--- src/rtl/ram_sdp_clr.sv ---
// Simple-dual-port RAM with registered read, out-of-range handling and a
// clear engine that fills every word with CLR_VAL after reset or on request.
module ram_sdp_clr #(
    parameter int                 DATA_W  = 16,
    parameter int                 ADDR_W  = 4,
    parameter int                 DEPTH   = 16,
    parameter int                 RD_MODE = 0,
    parameter logic [DATA_W-1:0]  CLR_VAL = '0
) (
    input  logic              clk,
    input  logic              rst,
    input  logic              clr,
    input  logic              w_en,
    input  logic [ADDR_W-1:0] wr_addr,
    input  logic [DATA_W-1:0] data_in,
    input  logic              r_en,
    input  logic [ADDR_W-1:0] rd_addr,
    output logic [DATA_W-1:0] d_out,
    output logic              r_valid,
    output logic              busy,
    output logic              acc_drop
);

    typedef enum logic {CLEAR, IDLE} state_t;

    localparam logic [ADDR_W:0]   DEPTH_L = (ADDR_W+1)'(DEPTH);
    localparam logic [ADDR_W-1:0] LAST    = ADDR_W'(DEPTH - 1);

    logic [DATA_W-1:0] mem [DEPTH];

    state_t            state_q, state_d;
    logic [ADDR_W-1:0] clr_ptr_q, clr_ptr_d;
    logic [DATA_W-1:0] d_out_q, d_out_d;
    logic              r_valid_q, r_valid_d;
    logic              busy_q, busy_d;
    logic              acc_drop_q, acc_drop_d;

    logic              wr_ok, rd_ok, mem_we;
    logic [ADDR_W-1:0] mem_waddr;
    logic [DATA_W-1:0] mem_wdata, rd_word;

    assign wr_ok   = {1'b0, wr_addr} < DEPTH_L;
    assign rd_ok   = {1'b0, rd_addr} < DEPTH_L;
    assign rd_word = mem[rd_addr];

    always_comb begin
        state_d    = state_q;
        clr_ptr_d  = clr_ptr_q;
        d_out_d    = d_out_q;
        r_valid_d  = 1'b0;
        busy_d     = busy_q;
        acc_drop_d = 1'b0;
        mem_we     = 1'b0;
        mem_waddr  = wr_addr;
        mem_wdata  = data_in;
        case (state_q)
            CLEAR: begin
                // The clear engine owns the write port; user traffic is refused.
                mem_we     = 1'b1;
                mem_waddr  = clr_ptr_q;
                mem_wdata  = CLR_VAL;
                acc_drop_d = w_en | r_en;
                if (clr_ptr_q == LAST) begin
                    state_d = IDLE;
                    busy_d  = 1'b0;
                end else begin
                    clr_ptr_d = clr_ptr_q + 1'b1;
                end
            end
            default: begin
                mem_we     = w_en & wr_ok;
                acc_drop_d = (w_en & ~wr_ok) | (r_en & ~rd_ok);
                if (r_en) begin
                    r_valid_d = 1'b1;
                    if (!rd_ok)
                        d_out_d = CLR_VAL;
                    else if (RD_MODE == 1 && w_en && wr_addr == rd_addr)
                        d_out_d = data_in;
                    else
                        d_out_d = rd_word;
                end
                // Accesses in this cycle still complete; the pass starts next cycle.
                if (clr) begin
                    state_d   = CLEAR;
                    clr_ptr_d = '0;
                    busy_d    = 1'b1;
                end
            end
        endcase
    end

    always_ff @(posedge clk or posedge rst) begin
        if (rst) begin
            state_q    <= CLEAR;
            clr_ptr_q  <= '0;
            d_out_q    <= '0;
            r_valid_q  <= 1'b0;
            busy_q     <= 1'b1;
            acc_drop_q <= 1'b0;
        end else begin
            state_q    <= state_d;
            clr_ptr_q  <= clr_ptr_d;
            d_out_q    <= d_out_d;
            r_valid_q  <= r_valid_d;
            busy_q     <= busy_d;
            acc_drop_q <= acc_drop_d;
        end
    end

    // No reset on the array: contents survive rst and are rewritten by the pass.
    always_ff @(posedge clk) begin
        if (mem_we && !rst)
            mem[mem_waddr] <= mem_wdata;
    end

    assign d_out    = d_out_q;
    assign r_valid  = r_valid_q;
    assign busy     = busy_q;
    assign acc_drop = acc_drop_q;

endmodule

--- config.mk ---
export PLATFORM = sky130hd
export DESIGN_NAME = ram_sdp_clr
export DESIGN_NICKNAME = d
export VERILOG_FILES = /design/src/rtl/ram_sdp_clr.sv
export SDC_FILE = /design/constraint.sdc
export NUM_CORES = 1
export LEC_CHECK = 0
export CAP_MARGIN = 30
export CORE_UTILIZATION = 25
export CTS_BUF_LIST = sky130_fd_sc_hd__clkbuf_16
export CTS_CLUSTER_SIZE = 30
export DETAILED_ROUTE_END_ITERATION = 12
export GPL_ROUTABILITY_DRIVEN = 0
export SLEW_MARGIN = 20
export SYNTH_ARGS = -nofsm -noshare
export SYNTH_HDL_FRONTEND = slang
export SYNTH_SLANG_ARGS = --single-unit
export TNS_END_PERCENT = 10
--- constraint.sdc ---
create_clock -name clk -period 2.8 [get_ports clk]
set_input_delay 0.42 -clock clk [delete_from_list [all_inputs] [get_ports clk]]
set_output_delay 0.42 -clock clk [all_outputs]
set_load 0.02 [all_outputs]
# After elaboration in Yosys (flattened, before gate mapping)
# Memory sizes are Yosys's and may differ from the RTL's. A register that Yosys moved wholly into a read port is not among the register bits.
# Index checks and enable logic that the tools add are counted.
# totals
reg_bits	8
mem_bits_rw	256
input_bits	29
out_inout_bits	19
n_memories	1
# classes
n_addsub	1
n_eq_ne	3
muxes	17
bitwise_logic	1
n_reduce_logical	6
# mem_list
name	words	word_bits	read_ports	rd_clocked_by_memory_dff	write_ports	line_no	source
mem	16	16	1	1	1	29	logic [DATA_W-1:0] mem [DEPTH];
# op_table
op	count
$mux 16	1
$mux 4	4
$mux 1	12
$reduce_and 2->1	3
$add 4x1->4 const B	1
$eq 4x4->1 const B	1
$ne 2x2->1 const B	2
$reduce_bool 2->1	1
$logic_and 1x1->1	1
$logic_not 1->1	1
$or 1x1->1	1

# Logic depth before layout (Yosys ltp)
# logic_depth
word_depth	4
mapped_depth	6

# Least setup slack after synthesis
# Ideal clock, no wire load.
# synth_timing
kind	in2reg
from	in rst
to	mem mem[10][0], enable pin
setup_ps	388
arrival_time_ps	2003
t_required_ps	2412
path_slack_ps	409
stages	4
cell_sequence	inv_1 -> and2_1 -> nand2_1 -> nor2_1
# synth_between
elab_chain_len	4
# synth_lines
element	line_no	source
start, declared	11	input logic rst,
$logic_not 1->1	112	if (mem_we && !rst)
$logic_and 1x1->1	112	
$mux 1	112	
$mux 1 (implied by the code)	113	mem[mem_waddr] <= mem_wdata;
end, declared	29	
# No other way between the ends.

# Final worst setup path
# layout_timing
from	reg busy_q (netlist: busy)
to	out busy
# layout_rtl
element	line_no	source
start, declared	35	logic busy_q, busy_d;
start signal, assigned	105	busy_q <= busy_d;
end, declared	20	output logic busy,
# No word-level cell between the ends.

==> results.yml <==
clock_tree:
  cts_sinks: 280
  clock-root-buffer: "clkbuf_16"
  cts_post_setup_buffers_inserted: 0
  cts-hold-fix-buffers: 0
  clockBufferDepth: 3
  cts_max_level: 1
  post_cts_resized: 0
  cts_tree: "built"
  numCtsBuffers: 28
  worstSkewPairLatency_ps: 550
  clkTransAtPathRegs_ps: 60
synth:
  synth_top_family_by_area: "multiplexers"
  synth_adder_area_share_pct: 0.113
  synth_edf_count: 256
  yosys.area_share.simple_pct: 6.70
  synth_xor_area_share_pct: 0.0793
  netlist_area_um2: 11000
  synthesis.instances: 669
  yosysUniqueCellTypes: 34
  synth_seq_cells: 280
  ys_seq_area_share_pct: 75.0
  avgSynthCellArea_um2: 16.5
  synthMuxAreaShare_pct: 11.8
  synth_ff_type: "edfxtp_1"
  syn-num-nets: 699
  ys_warn_count: 0
  synth_compound_area_share_pct: 4.03
  async_reset_ff_share_pct: 8.57
routing:
  drt_wl_total_mm: 25.8
  num_vias: 6071
  dr.pass1.iters: 4
  route.detailed.drc: 0
  avgViaCountPerCell: 4.48
  ant_nets: 0
  drt_iter0_markers: 459
  wl_per_cell_um: 19.0
layout:
  syn_to_final_growth_pct: 20.3
  stdcell_area_um2: 13300
  final_cell_mix: "edfxtp_1 (256), mux2i_1 (129), nand2_1 (54)"
  post-route-util_pct: 30.6
  drive_gt1_share_pct: 13.2
  num_antenna_cells: 0
  nNetsFinal: 778
  final_common_cell: "edfxtp_1"
grt:
  grt_antenna_before_repair: 0
  grt_pass1_wl_mm: 38.7
  overflow: 0
  grtUsageTotal_pct: 11.6
  grt_max_degree: 35
  grt_pass1_vias: 6115
timing:
  setup_slack_ps: 695
  max_slew_margin_pct: 59.2
  tightest_slew_ps: 612
  fin_crit_sh_pct: 75.2
  hold_violations: 0
  drv_slew: 0
  holdWs_ps: 334
  rsz0062_at_grt: "no"
  finClkSkew_ps: 29.0
  finalSetupTns_ps: 0
  clock.fmax_mhz: 475
  layout_min_cycle_time_ps: 2100
  setup_violations: 0
floorplanning:
  die_w_um: 212
  initial_core_util_pct: 25.5
  rows: 76
  die_h_um: 212
  pin_count: 48
  core_area_um2: 43400
  die-area_um2: 45000
worst_setup_path:
  max_stage_delay_ps: 610
  path_cells: "clkdlybuf4s50_1"
  cp_num_buf_inv: 1
  start_kind: "register"
  required_ps: 2380
  cp_max_fo: 2
  critical-path-top-delay-family: "buffers and inverters"
  end_kind: "output pin"
  worstSetupPathType: "reg2out"
  crit_path_top_delay_cell: "clkdlybuf4s50_1"
  crit_arrival_ps: 1680
pwr:
  internal_power_mw: 8.22
  clockPowerShare_pct: 31.6
  power_density_nw_per_um2: 858
  seq_power_share_pct: 49.5
  power_leakage_nw: 4.71
  p_sw_mw: 3.17
  vdd_drop_max_uv: 516
  comb_power_share_pct: 18.9
  switching_share_pct: 27.8
outcome:
  outcome: "finished, final reports clean"
placed_design:
  dp_hpwl_mm: 15.5
  pre_cts_slack_ps: 434
  port-buffer-count: 47
  place_area_um2: 12400
hold_path:
  holdCritPathClass: "in2async"
flow_run:
  maxCapViolCount: 0
==> registers in the layout, summed over array words and instances, names as in the netlist <==
register	flops
clr_ptr_q	4
busy	1
mem	256
state_q	1
r_valid	1
acc_drop	1
d_out	16
==> layer usage <==
| layer | share of wire (%) | vias up | global-route usage, % |
|---|---|---|---|
| met3 | 5.3 | 52 | 1.89 |
| met5 | 0 | - | 0 |
| met1 | 47 | 3083 | 16.4 |
| li1 | - | 2754 | - |
| met4 | 3.5 | 0 | 4.94 |
| met2 | 44 | 182 | 17.4 |
==> power groups by stage <==
| stage | Combinational, mW | Sequential, mW | Clock (mW) |
|---|---|---|---|
| 5_1_grt | 2.34 | 5.70 | 3.83 |
| 3_5_place_dp | 2.18 | 5.73 | 0 |
| 3_3_place_gp | 2.13 | 5.72 | 0 |
| 6_report | 2.15 | 5.64 | 3.60 |
| 4_1_cts | 2.19 | 5.65 | 3.67 |
| 2_1_floorplan | 1.01 | 5.81 | 0 |
==> worst paths after layout <==
kind | cells past startpoint | slack, ps | from | end
setup / recovery | 1 | 700 | busy | busy
hold / removal | 3 | 330 | rst | clr_ptr_q[2]
setup reg to reg | 5 | 730 | state_q | mem[10][7]
hold reg to reg | 2 | 480 | d_out[3] | d_out[3]
max in group asynchronous | 3 | 2130 | rst | d_out[14]
min in group clk | 2 | 480 | d_out[3] | d_out[3]
==> synthesized netlist by cell type (5+ instances only) <==
cell type	instances	share of area (%)
a22oi_1	48	3.3
and2_1	18	1.0
buf_2	11	0.50
buf_4	11	0.75
buf_6	5	0.51
clkbuf_1	10	0.34
dfrtp_1	23	5.2
edfxtp_1	256	70
inv_1	5	0.17
mux2i_1	129	12
nand2_1	54	1.8
nand3_1	33	1.5
nand4_1	17	0.96
nor2_1	21	0.71
==> kinds of logic (layout without fill, tap and decap cells) <==
family | Yosys count | in the layout
AOI/OAI and AO/OA | 61 | 61
DFF | 280 | 280
and+or+nand+nor | 154 | 154
adders and majority gates | 1 | 1
muxes | 130 | 130
buffers and inverters | 42 | 143
xor gates and xnor gates | 1 | 1
==> layout make-up <==
class	count	area, µm²
multi-input cells	347	2560
repair buffers	86	797
clock inverters	24	195
flip-flops and latches	280	8290
inverters	5	18.8
fillers	4260	30100
clock buffers	28	701
well taps	585	732
==> metrics by stage <==
stage          power [mW]  cells
6_report             11.4   1355
5_1_grt              11.9   1355
4_1_cts              11.5   1355
3_5_place_dp         7.91   1303
3_3_place_gp         7.85   1302
2_1_floorplan        6.82    669
Note: power is estimated with default switching activity, not from simulation.
